[config.mk]
export PLATFORM = sky130hd
export DESIGN_NAME = hazard_unit_flat
export DESIGN_NICKNAME = d
export VERILOG_FILES = /design/src/rtl/pipeline_pkg.sv /design/src/rtl/hazard_unit_if.sv /design/src/rtl/sat_counter.sv /design/src/rtl/hazard_unit.sv /design/src/flat_wrapper.sv
export SDC_FILE = /design/constraint.sdc
export NUM_CORES = 1
export LEC_CHECK = 0
export BUFFER_PORTS_ARGS = -buffer_cell sky130_fd_sc_hd__buf_2
export CAP_MARGIN = 20
export CORE_ASPECT_RATIO = 1.2
export CORE_UTILIZATION = 44
export DETAILED_ROUTE_END_ITERATION = 12
export PLACE_DENSITY = 0.8
export RECOVER_POWER = 100
export REMOVE_ABC_BUFFERS = 1
export SLEW_MARGIN = 0
export SYNTH_ARGS = -nofsm -noshare
export SYNTH_HDL_FRONTEND = slang
export SYNTH_HIERARCHICAL = 1
export SYNTH_SLANG_ARGS = --single-unit
[constraint.sdc]
create_clock -name clk -period 2.25 [get_ports clk]
set_input_delay 0.3375 -clock clk [delete_from_list [all_inputs] [get_ports clk]]
set_output_delay 0.3375 -clock clk [all_outputs]
set_load 0.1 [all_outputs]
[src/rtl/pipeline_pkg.sv]
// pipeline_pkg: shared pipeline types for the hazard controller
package pipeline_pkg;
    localparam int REG_W_DEF = 4;
    typedef enum logic {RUN, LU_STALL} hz_state_t;
    typedef enum logic [1:0] {FWD_RF = 2'b00, FWD_MEM = 2'b01, FWD_WB = 2'b10} fwd_sel_t;
endpackage

[src/rtl/hazard_unit_if.sv]
// hazard_unit_if: pipeline-stage view seen by the hazard controller
interface hazard_unit_if #(parameter int REG_W = 4, parameter int CNT_W = 16) ();
    logic [REG_W-1:0] id_ra, id_rb, ex_ra, ex_rb, ex_rd, mem_rd, wb_rd;
    logic id_ra_used, id_rb_used, ex_wbs, ex_mm, mem_wbs, wb_wbs, branch_taken;
    logic stall_fd, flush_fd, flush_de;
    logic [1:0] fwd_a, fwd_b;
    logic [CNT_W-1:0] stall_cycles, flush_cycles;
    modport master (
        output id_ra, id_rb, ex_ra, ex_rb, ex_rd, mem_rd, wb_rd,
        output id_ra_used, id_rb_used, ex_wbs, ex_mm, mem_wbs, wb_wbs, branch_taken,
        input stall_fd, flush_fd, flush_de, fwd_a, fwd_b, stall_cycles, flush_cycles
    );
    modport slave (
        input id_ra, id_rb, ex_ra, ex_rb, ex_rd, mem_rd, wb_rd,
        input id_ra_used, id_rb_used, ex_wbs, ex_mm, mem_wbs, wb_wbs, branch_taken,
        output stall_fd, flush_fd, flush_de, fwd_a, fwd_b, stall_cycles, flush_cycles
    );
endinterface

[src/rtl/sat_counter.sv]
// sat_counter: event counter that sticks at all-ones instead of wrapping
module sat_counter #(parameter int CNT_W = 16) (
    input  logic             clk,
    input  logic             rst,
    input  logic             inc,
    output logic [CNT_W-1:0] count
);
    // count up on inc until every bit is set
    always_ff @(posedge clk or posedge rst)
        if (rst) count <= '0;
        else if (inc && !(&count)) count <= count + 1'b1;
endmodule

[src/rtl/hazard_unit.sv]
// hazard_unit: load-use stall, branch flush and operand forwarding control
module hazard_unit
    import pipeline_pkg::*;
#(
    parameter int REG_W      = REG_W_DEF,
    parameter int LOAD_STALL = 1,
    parameter int CNT_W      = 16
) (
    input logic clk,
    input logic rst,
    hazard_unit_if.slave bus
);
    hz_state_t state;
    logic [2:0] cnt;
    logic lu, stall_fd, flush_fd, flush_de;

    function automatic fwd_sel_t fwd(input logic [REG_W-1:0] src);
        return (bus.mem_wbs && bus.mem_rd == src) ? FWD_MEM :
               (bus.wb_wbs && bus.wb_rd == src) ? FWD_WB : FWD_RF;
    endfunction

    assign lu = bus.ex_mm && bus.ex_wbs &&
                ((bus.id_ra_used && bus.id_ra == bus.ex_rd) || (bus.id_rb_used && bus.id_rb == bus.ex_rd));

    // reset forces a bubble, a taken branch flushes, otherwise stall while a load-use is pending
    always_comb begin
        stall_fd = !rst && !bus.branch_taken && (state == LU_STALL || lu);
        flush_fd = rst || bus.branch_taken;
        flush_de = rst || bus.branch_taken || stall_fd;
    end

    assign bus.stall_fd = stall_fd;
    assign bus.flush_fd = flush_fd;
    assign bus.flush_de = flush_de;
    assign bus.fwd_a = rst ? FWD_RF : fwd(bus.ex_ra);
    assign bus.fwd_b = rst ? FWD_RF : fwd(bus.ex_rb);

    // the detection cycle is the first bubble; LU_STALL supplies the remaining LOAD_STALL-1
    always_ff @(posedge clk or posedge rst)
        if (rst) begin
            state <= RUN;
            cnt   <= '0;
        end else if (bus.branch_taken) begin
            state <= RUN;
            cnt   <= '0;
        end else if (state == RUN) begin
            state <= (lu && LOAD_STALL > 1) ? LU_STALL : RUN;
            cnt   <= (lu && LOAD_STALL > 1) ? 3'(LOAD_STALL - 1) : 3'd0;
        end else begin
            state <= (cnt == 3'd1) ? RUN : LU_STALL;
            cnt   <= cnt - 3'd1;
        end

    sat_counter #(.CNT_W(CNT_W)) u_stall_cnt (.clk(clk), .rst(rst), .inc(stall_fd), .count(bus.stall_cycles));
    sat_counter #(.CNT_W(CNT_W)) u_flush_cnt (.clk(clk), .rst(rst), .inc(flush_fd), .count(bus.flush_cycles));
endmodule
[src/flat_wrapper.sv]
// flat-port wrapper written by rule: the top's interface ports become plain ports
module hazard_unit_flat import pipeline_pkg::*;
#(
    parameter int REG_W      = REG_W_DEF,
    parameter int LOAD_STALL = 1,
    parameter int CNT_W      = 16
)
  (clk, rst, bus_id_ra, bus_id_rb, bus_ex_ra, bus_ex_rb, bus_ex_rd, bus_mem_rd, bus_wb_rd, bus_id_ra_used, bus_id_rb_used, bus_ex_wbs, bus_ex_mm, bus_mem_wbs, bus_wb_wbs, bus_branch_taken, bus_stall_fd, bus_flush_fd, bus_flush_de, bus_fwd_a, bus_fwd_b, bus_stall_cycles, bus_flush_cycles);
  hazard_unit_if #(.REG_W(REG_W), .CNT_W(CNT_W)) bus_i ();
  input logic clk;
  input logic rst;
  input wire logic [$bits(bus_i.id_ra)-1:0] bus_id_ra;
  input wire logic [$bits(bus_i.id_rb)-1:0] bus_id_rb;
  input wire logic [$bits(bus_i.ex_ra)-1:0] bus_ex_ra;
  input wire logic [$bits(bus_i.ex_rb)-1:0] bus_ex_rb;
  input wire logic [$bits(bus_i.ex_rd)-1:0] bus_ex_rd;
  input wire logic [$bits(bus_i.mem_rd)-1:0] bus_mem_rd;
  input wire logic [$bits(bus_i.wb_rd)-1:0] bus_wb_rd;
  input wire logic [$bits(bus_i.id_ra_used)-1:0] bus_id_ra_used;
  input wire logic [$bits(bus_i.id_rb_used)-1:0] bus_id_rb_used;
  input wire logic [$bits(bus_i.ex_wbs)-1:0] bus_ex_wbs;
  input wire logic [$bits(bus_i.ex_mm)-1:0] bus_ex_mm;
  input wire logic [$bits(bus_i.mem_wbs)-1:0] bus_mem_wbs;
  input wire logic [$bits(bus_i.wb_wbs)-1:0] bus_wb_wbs;
  input wire logic [$bits(bus_i.branch_taken)-1:0] bus_branch_taken;
  output wire logic [$bits(bus_i.stall_fd)-1:0] bus_stall_fd;
  output wire logic [$bits(bus_i.flush_fd)-1:0] bus_flush_fd;
  output wire logic [$bits(bus_i.flush_de)-1:0] bus_flush_de;
  output wire logic [$bits(bus_i.fwd_a)-1:0] bus_fwd_a;
  output wire logic [$bits(bus_i.fwd_b)-1:0] bus_fwd_b;
  output wire logic [$bits(bus_i.stall_cycles)-1:0] bus_stall_cycles;
  output wire logic [$bits(bus_i.flush_cycles)-1:0] bus_flush_cycles;
  assign bus_i.id_ra = bus_id_ra;
  assign bus_i.id_rb = bus_id_rb;
  assign bus_i.ex_ra = bus_ex_ra;
  assign bus_i.ex_rb = bus_ex_rb;
  assign bus_i.ex_rd = bus_ex_rd;
  assign bus_i.mem_rd = bus_mem_rd;
  assign bus_i.wb_rd = bus_wb_rd;
  assign bus_i.id_ra_used = bus_id_ra_used;
  assign bus_i.id_rb_used = bus_id_rb_used;
  assign bus_i.ex_wbs = bus_ex_wbs;
  assign bus_i.ex_mm = bus_ex_mm;
  assign bus_i.mem_wbs = bus_mem_wbs;
  assign bus_i.wb_wbs = bus_wb_wbs;
  assign bus_i.branch_taken = bus_branch_taken;
  assign bus_stall_fd = bus_i.stall_fd;
  assign bus_flush_fd = bus_i.flush_fd;
  assign bus_flush_de = bus_i.flush_de;
  assign bus_fwd_a = bus_i.fwd_a;
  assign bus_fwd_b = bus_i.fwd_b;
  assign bus_stall_cycles = bus_i.stall_cycles;
  assign bus_flush_cycles = bus_i.flush_cycles;
  hazard_unit #(.REG_W(REG_W), .LOAD_STALL(LOAD_STALL), .CNT_W(CNT_W)) u_core (.clk(clk), .rst(rst), .bus(bus_i));
endmodule
Word-level counts from Yosys, hierarchy flattened

Index checks and enable logic that the tools add are counted.
W data, S select, Z words.

$add $sub $neg: 3
Eq/ne operators: 7
Mux-type cells: 11
Reduce and logical (&&, ||, !) cells: 22

Operator list:

| operator                | number |
|---|---|
| $add A16 B1 Y16 const B | 2 |
| $reduce_and A16 Y1      | 2 |
| $eq A4 B4 Y1            | 6 |
| $logic_and A1 B1 Y1     | 12 |
| $mux W2                 | 6 |
| $mux W3                 | 2 |
| $logic_not A1 Y1        | 4 |
| $logic_or A1 B1 Y1      | 4 |
| $eq A3 B1 Y1 const B    | 1 |
| $mux W1                 | 3 |
| $sub A3 B1 Y3 const B   | 1 |

Register bits: 36
Logic and storage cells: 47

Logic depth before layout (Yosys ltp)

Word-level depth: 7
Depth in mapped cells: 8
Gate-level depth less buffers: 8

Hierarchy

The synthesis kept the hierarchy.

Modules (own cells, without submodules):

| module      | instances | cells an instance | area an instance (µm²) | seq. area each (µm²) |
|---|---|---|---|---|
| sat_counter | 2         | 73                | 798.3                  | 400.4 |
| hazard_unit | 1         | 61                | 494.2                  | 100.1 |

Worst setup path before layout

OpenSTA, ideal clock, no wires.

Path kind: input -> output
Start: input port rst
End: output port bus_fwd_b[1]
Arrival: 3.513 ns
Data required time: 1.913 ns
Setup slack: -1.601 ns
Stages: 3
Buffers on the path: 0
Cells stage by stage: inv_1 nand2_1 nor4_1

Longest elaborated chain between the ends: 1

Ends and longest elaborated chain:

| element     | RTL line           | source |
|---|---|---|
| from (decl) | flat_wrapper.sv:11 | `input logic rst;` |
| $mux W2     | hazard_unit.sv:36  | `assign bus.fwd_b = rst ? FWD_RF : fwd(bus.ex_rb);` |
| to (decl)   | flat_wrapper.sv:30 | `output wire logic [$bits(bus_i.fwd_b)-1:0] bus_fwd_b;` |

Every way passes these cells.

Worst setup path in the final report

Start: input port bus_ex_rd[3]
End: output port bus_stall_fd

Longest elaborated chain between the ends: 6
Elaborated cells between the ends (all ways): 8
Those cells by class: 2 x eq/ne; 6 x reduce/logical

Ends and longest elaborated chain:

| element               | RTL line           | source |
|---|---|---|
| from (decl)           | flat_wrapper.sv:16 | `input wire logic [$bits(bus_i.ex_rd)-1:0] bus_ex_rd;` |
| $eq A4 B4 Y1          | hazard_unit.sv:23  | `((bus.id_ra_used && bus.id_ra == bus.ex_rd) \|\| (bus.id_rb_used && bus.id_rb == bus.ex_rd));` |
| $logic_and A1 B1 Y1   | hazard_unit.sv:23  |  |
| $logic_or A1 B1 Y1 *  | hazard_unit.sv:23  |  |
| $logic_and A1 B1 Y1 * | hazard_unit.sv:22  | `assign lu = bus.ex_mm && bus.ex_wbs &&` |
| $logic_or A1 B1 Y1 *  | hazard_unit.sv:27  | `stall_fd = !rst && !bus.branch_taken && (state == LU_STALL \|\| lu);` |
| $logic_and A1 B1 Y1 * | hazard_unit.sv:27  |  |
| to (decl)             | flat_wrapper.sv:26 | `output wire logic [$bits(bus_i.stall_fd)-1:0] bus_stall_fd;` |

Every way passes the cells marked *; elsewhere a longest branch is shown, timed or not.

==> metrics.md <==
| Metric | Value |
|---|---|
| NumNets Final | 335 |
| NetSw | 1.03 mW |
| Routed WL | 4.88 mm |
| Fill cells | 448 |
| Layout cells sized above 1 | 21.1% |
| Top-count cell post-synth | xnor2_1 |
| CP startpoint | bus_ex_rd[3] |
| Crit path capture | bus_stall_fd |
| Crit-path max cell delay | 0.33 ns |
| Antenna diodes | 0 |
| # DRC | 0 |
| Detailed Place HPWL | 3.83 mm |
| Top_reg_cell synth | dfrtp_1 |
| Total Die Area | 5030 um^2 |
| CTS tree | yes |
| Io pins | 76 |
| Drt pass-1 iters | 4 |
| Critical path arrival | 1.74 ns |
| Clock Path Buffers | 2 |
| Worst Hold Class | input port to asynchronous set/reset pin |
| Port Buffer Count | 75 |
| Sequential area share after synthesis | 43.1% |
| Post-Synthesis Cells | 207 |
| Total gr overflow | 0 |
| Pwr Total | 2.21 mW |
| RR Endpoint | u_core/u_flush_cnt/count[1]$_DFFE_PP0P_ |
| Clk sinks | 36 |
| P&R area growth vs syn | 24.7% |
| Max-slew headroom at the worst pin | 22.3% |
| Crit-path slowest cell | clkbuf_1 |
| Die W | 64.9 um |
| Tcrit/Tclk final | 92.1% |
| Avg WL per Cell | 13.9 um |
| Fin. max-slew vios | 0 |
| # H-tree levels | 2 |
| Antenna violations before repair | 0 |
| Top cell by count, worst path | clkbuf_1 |
| Die H | 77.5 um |
| EDFF count, synth | 0 |
| Clock Skews | 0.00559 ns |
| Area of the mapped netlist | 2090 um^2 |
| Flop pwr share | 37.7% |
| Total track usage | 21.2% |
| Post-synth top area share | 43.1% |
| Crit-path max FO | 6 |
| Fin crit period | 2.07 ns |
| Setup violations, final | 0 |
| Crit end category | output port |
| Routed via count | 1,830 |
| Critical path class | input port to output port |
| Combinational share of power | 40.3% |
| Max capacitance violation total | 0 |
| Top cells by count, synth | xnor2_1 (43), dfrtp_1 (36), nand3_1 (22) |
| Clock share of power | 22.0% |
| Synth unique cells | 30 |
| First-pass GRT wire length | 8.32 mm |
| Switch share | 46.8% |
| Largest net degree at the start of global routing | 17 |
| Worst skew pair latency | 0.28 ns |
| Vias in the first global route | 1,853 |
| Reg-to-Reg Start | u_core/u_flush_cnt/count[0]$_DFFE_PP0P_ |
| R2r setup slk | 0.20 ns |
| FP Rows | 27 |
| Clock slew at reported path FFs | 0.07 ns |
| Register bit total from synthesis | 36 |
| Core area | 4560 um^2 |
| Initial DRC Count | 144 |
| Fmax | 482 MHz |
| WHS | 0.139 ns |
| Post-route setup TNS | 0 ns |
| Post-route ant nets | 0 |
| Area leader, netlist | dfrtp_1 |
| Final Hold Fails | 0 |
| RSZ-0062 raised after global routing | false |
| Critical path, cell by cell | clkbuf_1 > xnor2_1 > nand3_1 > o22ai_1 > o21ba_1 > clkbuf_1 > buf_6 |
| Placer Congestion | 0.831 |
| CTS buffer count | 5 |
| Critical Path RT | 1.91 ns |
| Via density | 5.20 |
| YS warnings | 6 |
| Avg Cell Area, Syn | 10.1 um^2 |
| Pleak | 1.15 nW |
| Initial Util | 45.8% |
| Status | complete, no violations |
| Max VDD drop | 0.000525 V |
| Design Area, Final | 2610 um^2 |
| Int Pwr | 1.17 mW |
| Placed instance area | 2580 um^2 |
| Pwr dens | 846 nW/um^2 |
| Async SR Flop Fraction | 100% |
| CTS Root Cell | clkbuf_8 |
| CP startpoint kind | input port |
| Synth area leaders | dfrtp_1 (43%), xnor2_1 (18%), nand3_1 (5.3%) |
| Cell count of the worst reg-to-reg path | 5 |
| Slew @ Worst Pin | 1.17 ns |
power groups by stage:
stage	Sequential [mW]	Combinational [mW]	Clock (mW)
global route	0.848	0.927	0.531
CTS	0.830	0.929	0.510
detailed placement	0.841	0.927	0
global placement	0.836	0.914	0
finish	0.832	0.890	0.484
floorplan	1.34	0.240	0
flip-flops by register name, summed over array words and instances, names as in the netlist:
register,cells
u_core/state,1
u_core/u_flush_cnt/count,16
u_core/cnt,3
u_core/u_stall_cnt/count,16
logic make-up after synthesis:
kind of cell / Yosys count / synth area share, %
XOR/XNOR: 53 / 22.2
multiplexers: 4 / 2.51
adder cells (fa/ha/maj): 4 / 2.39
AND/OR/NAND/NOR: 92 / 24.8
buffers and inverters: 11 / 2.69
AO/OA/AOI/OAI: 7 / 2.33
flip-flops: 36 / 43.1
per-layer routing:
layer | GRT usage (%) | vias to the layer above | routed length, um
met5 | 0 | - | 0
met1 | 23.1 | 885 | 1980
met2 | 39.0 | 40 | 2650
met4 | 7.33 | 0 | 54
li1 | - | 899 | -
met3 | 4.85 | 6 | 188
stage by stage:
stage	setup WS [ns]	utilization, %	cells
2_1_floorplan	-1.60	-	205
3_3_place_gp	0.197	56.5	344
3_5_place_dp	0.0686	56.5	344
4_1_cts	0.247	58.8	352
5_1_grt	0.0379	57.2	352
6_report	0.177	57.2	352
worst max-delay path, delay by kind of cell:
family	cells	cell delay, ns
xor+xnor	1	0.17
simple gates	1	0.10
buf+inv	3	0.72
compound gates	2	0.40
placed cells by master, fill, tap and decap left out, types with 2 or more instances in the layout:
cell,netlist,layout
and2_1,2,2
and3_1,2,2
buf_2,0,34
buf_4,0,3
clkbuf_1,0,30
clkbuf_2,0,12
clkbuf_8,0,7
dfrtp_1,36,36
ha_1,4,4
inv_1,9,9
mux2_1,0,2
mux2_2,2,2
nand2_1,10,10
nand2_4,2,2
nand3_1,22,22
nand3b_1,2,2
nand4_1,14,16
nand4b_1,2,2
nor2_1,15,15
nor3_1,2,2
nor4_1,8,8
o2111ai_1,2,2
o21ai_0,2,2
or2_0,0,2
or4_1,4,4
xnor2_1,43,43
xor2_1,10,10
repair_timing:
| item | 4_1_cts | 5_1_grt |
|---|---|---|
| resized for setup | 0 | 0 |
| hold buffers | 1 | 0 |
| setup buffers | 0 | 0 |
| endpoints found under the hold margin | 4 | 0 |
layout make-up:
cell class	instances	area (um^2)	area share (%)
multi-input combinational	160	1110	42.7
sequential	36	901	34.5
timing repair buffer	82	390	15.0
clock buffer	7	96.3	3.69
tap	58	72.6	2.78
inverter	9	33.8	1.30
worst min path at each step:
| stage | start | endpoint | slack, ns |
|---|---|---|---|
| global route | rst | u_core/u_stall_cnt/count[5]$_DFFE_PP0P_ | 0.20 |
| CTS | rst | u_core/u_flush_cnt/count[0]$_DFFE_PP0P_ | 0.16 |
| global placement | rst | u_core/cnt[2]$_DFF_PP0_ | 0.28 |
| floorplan | rst | u_core/cnt[0]$_DFF_PP0_ | 0.12 |
| detailed placement | rst | u_core/cnt[2]$_DFF_PP0_ | 0.29 |
| finish | rst | u_core/u_flush_cnt/count[0]$_DFFE_PP0P_ | 0.14 |
No activity file was read; power rests on OpenSTA's default activity.
